[config.mk]
export PLATFORM = sky130hd
export DESIGN_NAME = sdram_ahb_arbiter
export DESIGN_NICKNAME = d
export VERILOG_FILES = /design/src/rtl/sdram_arb_pkg.sv /design/src/rtl/sdram_arb_pick.sv /design/src/rtl/sdram_ahb_arbiter.sv
export SDC_FILE = /design/constraint.sdc
export NUM_CORES = 1
export LEC_CHECK = 0
export BUFFER_PORTS_ARGS = -buffer_cell sky130_fd_sc_hd__clkbuf_2
export CAP_MARGIN = 20
export CORE_MARGIN = 8
export CORE_UTILIZATION = 45
export DETAILED_ROUTE_END_ITERATION = 10
export MAX_ROUTING_LAYER = met4
export PLACE_DENSITY = 0.74
export SYNTH_ARGS = -nofsm -noshare
export SYNTH_HDL_FRONTEND = slang
export SYNTH_HIERARCHICAL = 1
export SYNTH_SLANG_ARGS = --single-unit
[constraint.sdc]
create_clock -name HCLK -period 3.4 [get_ports HCLK]
set_input_delay 0.34 -clock HCLK [delete_from_list [all_inputs] [get_ports HCLK]]
set_output_delay 0.34 -clock HCLK [all_outputs]
set_load 0.005 [all_outputs]
[src/rtl/sdram_arb_pkg.sv]
// Shared types and AHB-Lite encodings for the two-port SDRAM arbiter.
package sdram_arb_pkg;

  typedef enum logic [1:0] {
    ST_IDLE = 2'd0,
    ST_ADDR = 2'd1,
    ST_DATA = 2'd2,
    ST_RESP = 2'd3
  } arb_state_t;

  localparam logic [1:0] HTRANS_IDLE   = 2'b00;
  localparam logic [1:0] HTRANS_NONSEQ = 2'b10;
  localparam logic [1:0] HRESP_OKAY    = 2'b00;
  localparam logic [1:0] HRESP_ERROR   = 2'b01;
  localparam logic [2:0] HBURST_SINGLE = 3'b000;

  localparam logic [1:0] SIZE_BYTE = 2'd0;
  localparam logic [1:0] SIZE_HALF = 2'd1;
  localparam logic [1:0] SIZE_WORD = 2'd2;

  // Requesters may send size 3; the bus only ever sees up to a word.
  function automatic logic [1:0] eff_size(input logic [1:0] s);
    return (s == 2'd3) ? SIZE_WORD : s;
  endfunction

  function automatic logic [31:0] align_addr(input logic [31:0] a, input logic [1:0] s);
    case (s)
      SIZE_WORD: return {a[31:2], 2'b00};
      SIZE_HALF: return {a[31:1], 1'b0};
      default:   return a;
    endcase
  endfunction

endpackage

[src/rtl/sdram_arb_pick.sv]
// Winner selection between the CPU port (0) and the SID fetch port (1),
// with a starvation counter that forces port 0 through after a run of port-1 wins.
module sdram_arb_pick
  import sdram_arb_pkg::*;
#(
  parameter int STARVE_LIMIT = 4
) (
  input  logic clk,
  input  logic rst_n,
  input  logic req0,
  input  logic req1,
  input  logic grant_en,
  output logic grant_port
);

  logic [3:0] starve_q;
  logic [3:0] starve_d;

  always_comb begin
    grant_port = req1 && !(req0 && (starve_q >= 4'(STARVE_LIMIT)));
    starve_d   = starve_q;
    // Only a real grant moves the counter; bus activity in between is invisible to it.
    if (grant_en) begin
      if (grant_port && req0) begin
        starve_d = (starve_q == 4'd15) ? 4'd15 : starve_q + 4'd1;
      end else begin
        starve_d = 4'd0;
      end
    end
  end

  always_ff @(posedge clk or negedge rst_n) begin
    if (!rst_n) begin
      starve_q <= 4'd0;
    end else begin
      starve_q <= starve_d;
    end
  end

endmodule

[src/rtl/sdram_ahb_arbiter.sv]
// Two-port request/acknowledge front end issuing AHB-Lite SINGLE transfers
// to the shared SDRAM slave; port 1 has priority, port 0 is starvation-protected.
module sdram_ahb_arbiter
  import sdram_arb_pkg::*;
#(
  parameter int          ADDR_W       = 23,
  parameter logic [31:0] BASE_ADDR    = 32'h0000_0000,
  parameter int          STARVE_LIMIT = 4
) (
  input  logic              HCLK,
  input  logic              HRESETN,
  input  logic              REQ0,
  input  logic              REQ1,
  input  logic              WE0,
  input  logic              WE1,
  input  logic [ADDR_W-1:0] ADDR0,
  input  logic [ADDR_W-1:0] ADDR1,
  input  logic [1:0]        SIZE0,
  input  logic [1:0]        SIZE1,
  input  logic [31:0]       WDATA0,
  input  logic [31:0]       WDATA1,
  output logic              ACK0,
  output logic              ACK1,
  output logic              ERR0,
  output logic              ERR1,
  output logic [31:0]       RDATA0,
  output logic [31:0]       RDATA1,
  output logic              HSEL,
  output logic [31:0]       HADDR,
  output logic [1:0]        HTRANS,
  output logic              HWRITE,
  output logic [2:0]        HSIZE,
  output logic [2:0]        HBURST,
  output logic [31:0]       HWDATA,
  output logic              HREADYIN,
  input  logic [31:0]       HRDATA,
  input  logic              HREADY,
  input  logic [1:0]        HRESP
);

  arb_state_t  state_q, state_d;
  logic        gnt_q, gnt_d;
  logic [31:0] wdata_q, wdata_d;
  logic        hsel_q, hsel_d;
  logic [1:0]  htrans_q, htrans_d;
  logic        hwrite_q, hwrite_d;
  logic [31:0] haddr_q, haddr_d;
  logic [2:0]  hsize_q, hsize_d;
  logic [31:0] hwdata_q, hwdata_d;
  logic        ack0_q, ack0_d, ack1_q, ack1_d;
  logic        err0_q, err0_d, err1_q, err1_d;
  logic [31:0] rdata0_q, rdata0_d, rdata1_q, rdata1_d;

  logic        grant_en;
  logic        pick;
  logic [1:0]  sel_size;
  logic        resp_err;

  assign grant_en = (state_q == ST_IDLE) && (REQ0 || REQ1);
  assign resp_err = (HRESP != HRESP_OKAY);
  assign sel_size = eff_size(pick ? SIZE1 : SIZE0);

  sdram_arb_pick #(.STARVE_LIMIT(STARVE_LIMIT)) u_pick (
    .clk        (HCLK),
    .rst_n      (HRESETN),
    .req0       (REQ0),
    .req1       (REQ1),
    .grant_en   (grant_en),
    .grant_port (pick)
  );

  always_comb begin
    state_d  = state_q;
    gnt_d    = gnt_q;
    wdata_d  = wdata_q;
    hsel_d   = hsel_q;
    htrans_d = htrans_q;
    hwrite_d = hwrite_q;
    haddr_d  = haddr_q;
    hsize_d  = hsize_q;
    hwdata_d = hwdata_q;
    ack0_d   = 1'b0;
    ack1_d   = 1'b0;
    err0_d   = err0_q;
    err1_d   = err1_q;
    rdata0_d = rdata0_q;
    rdata1_d = rdata1_q;
    case (state_q)
      ST_IDLE: begin
        if (grant_en) begin
          state_d  = ST_ADDR;
          gnt_d    = pick;
          hsel_d   = 1'b1;
          htrans_d = HTRANS_NONSEQ;
          hwrite_d = pick ? WE1 : WE0;
          hsize_d  = {1'b0, sel_size};
          wdata_d  = pick ? WDATA1 : WDATA0;
          haddr_d  = align_addr(BASE_ADDR | 32'(pick ? ADDR1 : ADDR0), sel_size);
        end
      end
      ST_ADDR: begin
        if (HREADY) begin
          state_d  = ST_DATA;
          hsel_d   = 1'b0;
          htrans_d = HTRANS_IDLE;
          hwdata_d = wdata_q;
        end
      end
      ST_DATA: begin
        // An ERROR seen while HREADY is low is the first half of the two-cycle response.
        if (HREADY) begin
          state_d = ST_RESP;
          if (gnt_q) begin
            ack1_d = 1'b1;
            err1_d = resp_err;
            if (!hwrite_q && !resp_err) rdata1_d = HRDATA;
          end else begin
            ack0_d = 1'b1;
            err0_d = resp_err;
            if (!hwrite_q && !resp_err) rdata0_d = HRDATA;
          end
        end
      end
      default: state_d = ST_IDLE;
    endcase
  end

  always_ff @(posedge HCLK or negedge HRESETN) begin
    if (!HRESETN) begin
      state_q  <= ST_IDLE;
      gnt_q    <= 1'b0;
      wdata_q  <= '0;
      hsel_q   <= 1'b0;
      htrans_q <= HTRANS_IDLE;
      hwrite_q <= 1'b0;
      haddr_q  <= '0;
      hsize_q  <= '0;
      hwdata_q <= '0;
      ack0_q   <= 1'b0;
      ack1_q   <= 1'b0;
      err0_q   <= 1'b0;
      err1_q   <= 1'b0;
      rdata0_q <= '0;
      rdata1_q <= '0;
    end else begin
      state_q  <= state_d;
      gnt_q    <= gnt_d;
      wdata_q  <= wdata_d;
      hsel_q   <= hsel_d;
      htrans_q <= htrans_d;
      hwrite_q <= hwrite_d;
      haddr_q  <= haddr_d;
      hsize_q  <= hsize_d;
      hwdata_q <= hwdata_d;
      ack0_q   <= ack0_d;
      ack1_q   <= ack1_d;
      err0_q   <= err0_d;
      err1_q   <= err1_d;
      rdata0_q <= rdata0_d;
      rdata1_q <= rdata1_d;
    end
  end

  assign ACK0     = ack0_q;
  assign ACK1     = ack1_q;
  assign ERR0     = err0_q;
  assign ERR1     = err1_q;
  assign RDATA0   = rdata0_q;
  assign RDATA1   = rdata1_q;
  assign HSEL     = hsel_q;
  assign HADDR    = haddr_q;
  assign HTRANS   = htrans_q;
  assign HWRITE   = hwrite_q;
  assign HSIZE    = hsize_q;
  assign HBURST   = HBURST_SINGLE;
  assign HWDATA   = hwdata_q;
  assign HREADYIN = HREADY;

endmodule

==> metrics.md <==
| Metric | Value |
|---|---|
| Leakage power | approximately 4.9 nW |
| Pwr dens | 836 nW/um2 |
| DRT Wirelength | roughly 17,000 um |
| Crit Path Class | register to register |
| CTS H-tree depth | 4 |
| Placed Area | around 8500 um2 |
| Setup TNS | 0 ps |
| CTS Sinks | roughly 170 |
| CP max FO | 32 |
| Mean routed wirelength per cell | between 15 and 20 um |
| Worst VDD drop | 320 uV |
| CORE AREA | about 15,000 um2 |
| Final setup fails | 0 |
| CP endpoint kind | register |
| Startpoint Class | register |
| Critical-path top delay cell | dfrtp_1 |
| Final HPWL DP | ~13,000 um |
| Placer Congestion | 0.778 |
| Worst-margin pin slew | 728 ps |
| Fin area | just over 9000 um2 |
| Synth cell types | 35 |
| Clock Latency Late Sink | roughly 400 ps |
| Outcome | finished, final reports clean |
| Pins Over Slew Limit | 0 |
| Synth-to-Final Area Change | 30.5% |
| Gr ovfl total | 0 |
| Top post-synthesis cells by area | dfrtp_1, mux2_2, mux2i_1 |
| CTS root buffer | clkbuf_16 |
| CTS tree | done |
| Crit path cell chain | inv_1 > ha_1 > nor4b_4 > and3_1 > buf_4 > mux2_2 |
| Crit-path leading delay family | buffers and inverters |
| Die height | 141 um |
| Area share of the largest cell type after synthesis | between 50% and 60% |
| Synthesis Warnings | 6 |
| Initial drt markers | 123 |
| First-pass GRT wire length | 27,500 um |
| Inserted Clock Buffers | 17 |
| Seq/Total Area, Yosys | 59.5% |
| Initial antenna violation count | 0 |
| # diodes | 0 |
| Die Span X | about 140 um |
| Number of global-route vias before repair | 5,344 |
| Synthesized flop and latch total | between 150 and 200 |
| Ys flop type | dfrtp_1 |
| WL met1 | approximately 7400 um |
| Mapped cell area | between 6000 and 7000 um2 |
| Total Nets Final | 971 |
| Number of synthesized flops with an enable pin | 0 |
| Hold Crit Class | primary input to register |
| Fillers | 1,289 |
| Worst EP arrival | ~2300 ps |
| Area leader, netlist | dfrtp_1 |
| Port bufs | 283 |
| IO Pins | ~300 |
| Total track usage | a little under a fifth |
| Number of max-cap violations | 0 |
| Layout Skew | between 10 and 15 ps |
| Top-count cell post-synth | dfrtp_1 |
| # hold bufs at CTS | 1 |
| Largest net degree at the start of global routing | 92 |
| Met2 Wirelength | ~8000 um |
| Tmin final | between 2000 and 2500 ps |
| Syn avg cell area | around 13 um2 |
| Rel. slew slack | 51.4% |
| Post-cts sizing count | 0 |
| Vias/cell | ~4.8 |
| Buf/Inv on CP | 2 |
| Req. time, crit path | between 3000 and 4000 ps |
| Ratio of cells with drive above 1 in the final layout | about half |
| Longest Clk Path Bufs | 2 |
| Count of final hold-check violations | 0 |
| Clock-pin slew on the worst setup and hold paths | around 60 ps |
| Max incr delay on CP | roughly 400 ps |
| Remaining DRCs | 0 |
| Initial core utilization | about 46% |
| Max Freq | slightly below 500 MHz |
| Cell Rows | 45 |
| Vias | between 4,000 and 5,000 |
| Met3 WL | between 1000 and 1500 um |
| Synth top cells by count | dfrtp_1, mux2_2, nand2_1 |
| Mapped Cells | between 500 and 600 |
| Synth async-reset ratio | between 90% and 100% |
| Die area | slightly below 20,000 um2 |
| ANT nets after route | 0 |
| Tcrit/Tclk final | between 50% and 60% |
| Setup bufs post-CTS | 0 |
| Unrepaired setup endpoints after global routing | false |
| Drt first pass iters | 4 |
| Max Used Layer | met4 |
layout make-up:
cell class | instances | area, um2 | area share, %
Clock buffer | 20 | 457 | 5.01
Clock inverter | 11 | 149 | 1.63
Inverter | 8 | 30.0 | 0.330
Multi-Input combinational cell | 324 | 2560 | 28.1
Sequential cell | 166 | 4150 | 45.6
Tap cell | 188 | 235 | 2.58
Timing Repair Buffer | 293 | 1530 | 16.7
cell families (layout without fill, tap and decap cells):
logic type | count (synthesis) | count (layout) | synth area share [%]
buffers and inverters | 53 | 332 | 4.82
muxes | 155 | 155 | 24.0
AOI/OAI and AO/OA | 69 | 69 | 5.45
and+or+nand+nor | 80 | 80 | 5.09
adders and majority gates | 6 | 6 | 1.08
other | 1 | 14 | 0.0537
DFF | 166 | 166 | 59.5
sequential cells by signal (all words and copies together), names as in the netlist, 2 cells and up:
signal and cells:
HADDR 23, HSIZE 2, HWDATA 32, RDATA0 32
RDATA1 32, state_q 2, u_pick/starve_q 4, wdata_q 32
through the flow:
step	hold WS (ps)	util (%)	setup slack, ps	instances	total power [mW]
floorplan	44.4	-	1670	543	4.55
global placement	375	55.9	1380	978	5.65
detailed placement	375	55.9	1350	978	5.76
CTS	143	59.9	1340	1010	7.74
global route	154	59.9	1150	1010	8.17
finish	167	59.9	1370	1010	7.61
layer usage:
| layer | global-route usage, % | vias to the layer above |
|---|---|---|
| met5 | - | - |
| met4 | 5.37 | 0 |
| met3 | 6.01 | 12 |
| met2 | 29.3 | 202 |
| met1 | 20.9 | 2312 |
| li1 | - | 2366 |
worst paths after layout:
path / start / end / slack (ps) / depth (start not counted)
max in group asynchronous: HRESETN / HWDATA[27] / 2130 / 3
worst max register to register: state_q[0] / RDATA1[30] / 1370 / 6
worst max-delay path: state_q[0] / RDATA1[30] / 1370 / 6
worst min-delay path: HRDATA[11] / RDATA1[11] / 170 / 2
min in group asynchronous: HRESETN / RDATA0[11] / 500 / 2
worst min register to register: wdata_q[16] / wdata_q[16] / 470 / 2
placed cells by master (no fill, tap or decap), drive strengths merged, types with 2 or more instances in the layout:
master	instances
clkbuf	302
dfrtp	166
mux2	97
nand2	64
o21ai	60
mux2i	58
conb	14
buf	10
inv	9
clkinv	7
ha	6
nor2	5
bufinv	3
and3	2
nand3b	2
worst register-to-register path, delay by kind of cell, from the launching register on:
kind                       cells  cell delay, ps
and+or+nand+nor                2             410
DFF                            1             400
muxes                          1             410
adders and majority gates      1             180
buffers and inverters          2             510
power breakdown:
part | leakage [nW] | internal, mW | switching [mW] | total (mW)
clock | 0.300 | 1.19 | 0.758 | 1.95
combinational | 2.52 | 1.22 | 1.11 | 2.33
sequential | 2.11 | 2.87 | 0.463 | 3.33
No activity file was read; power rests on OpenSTA's default activity.
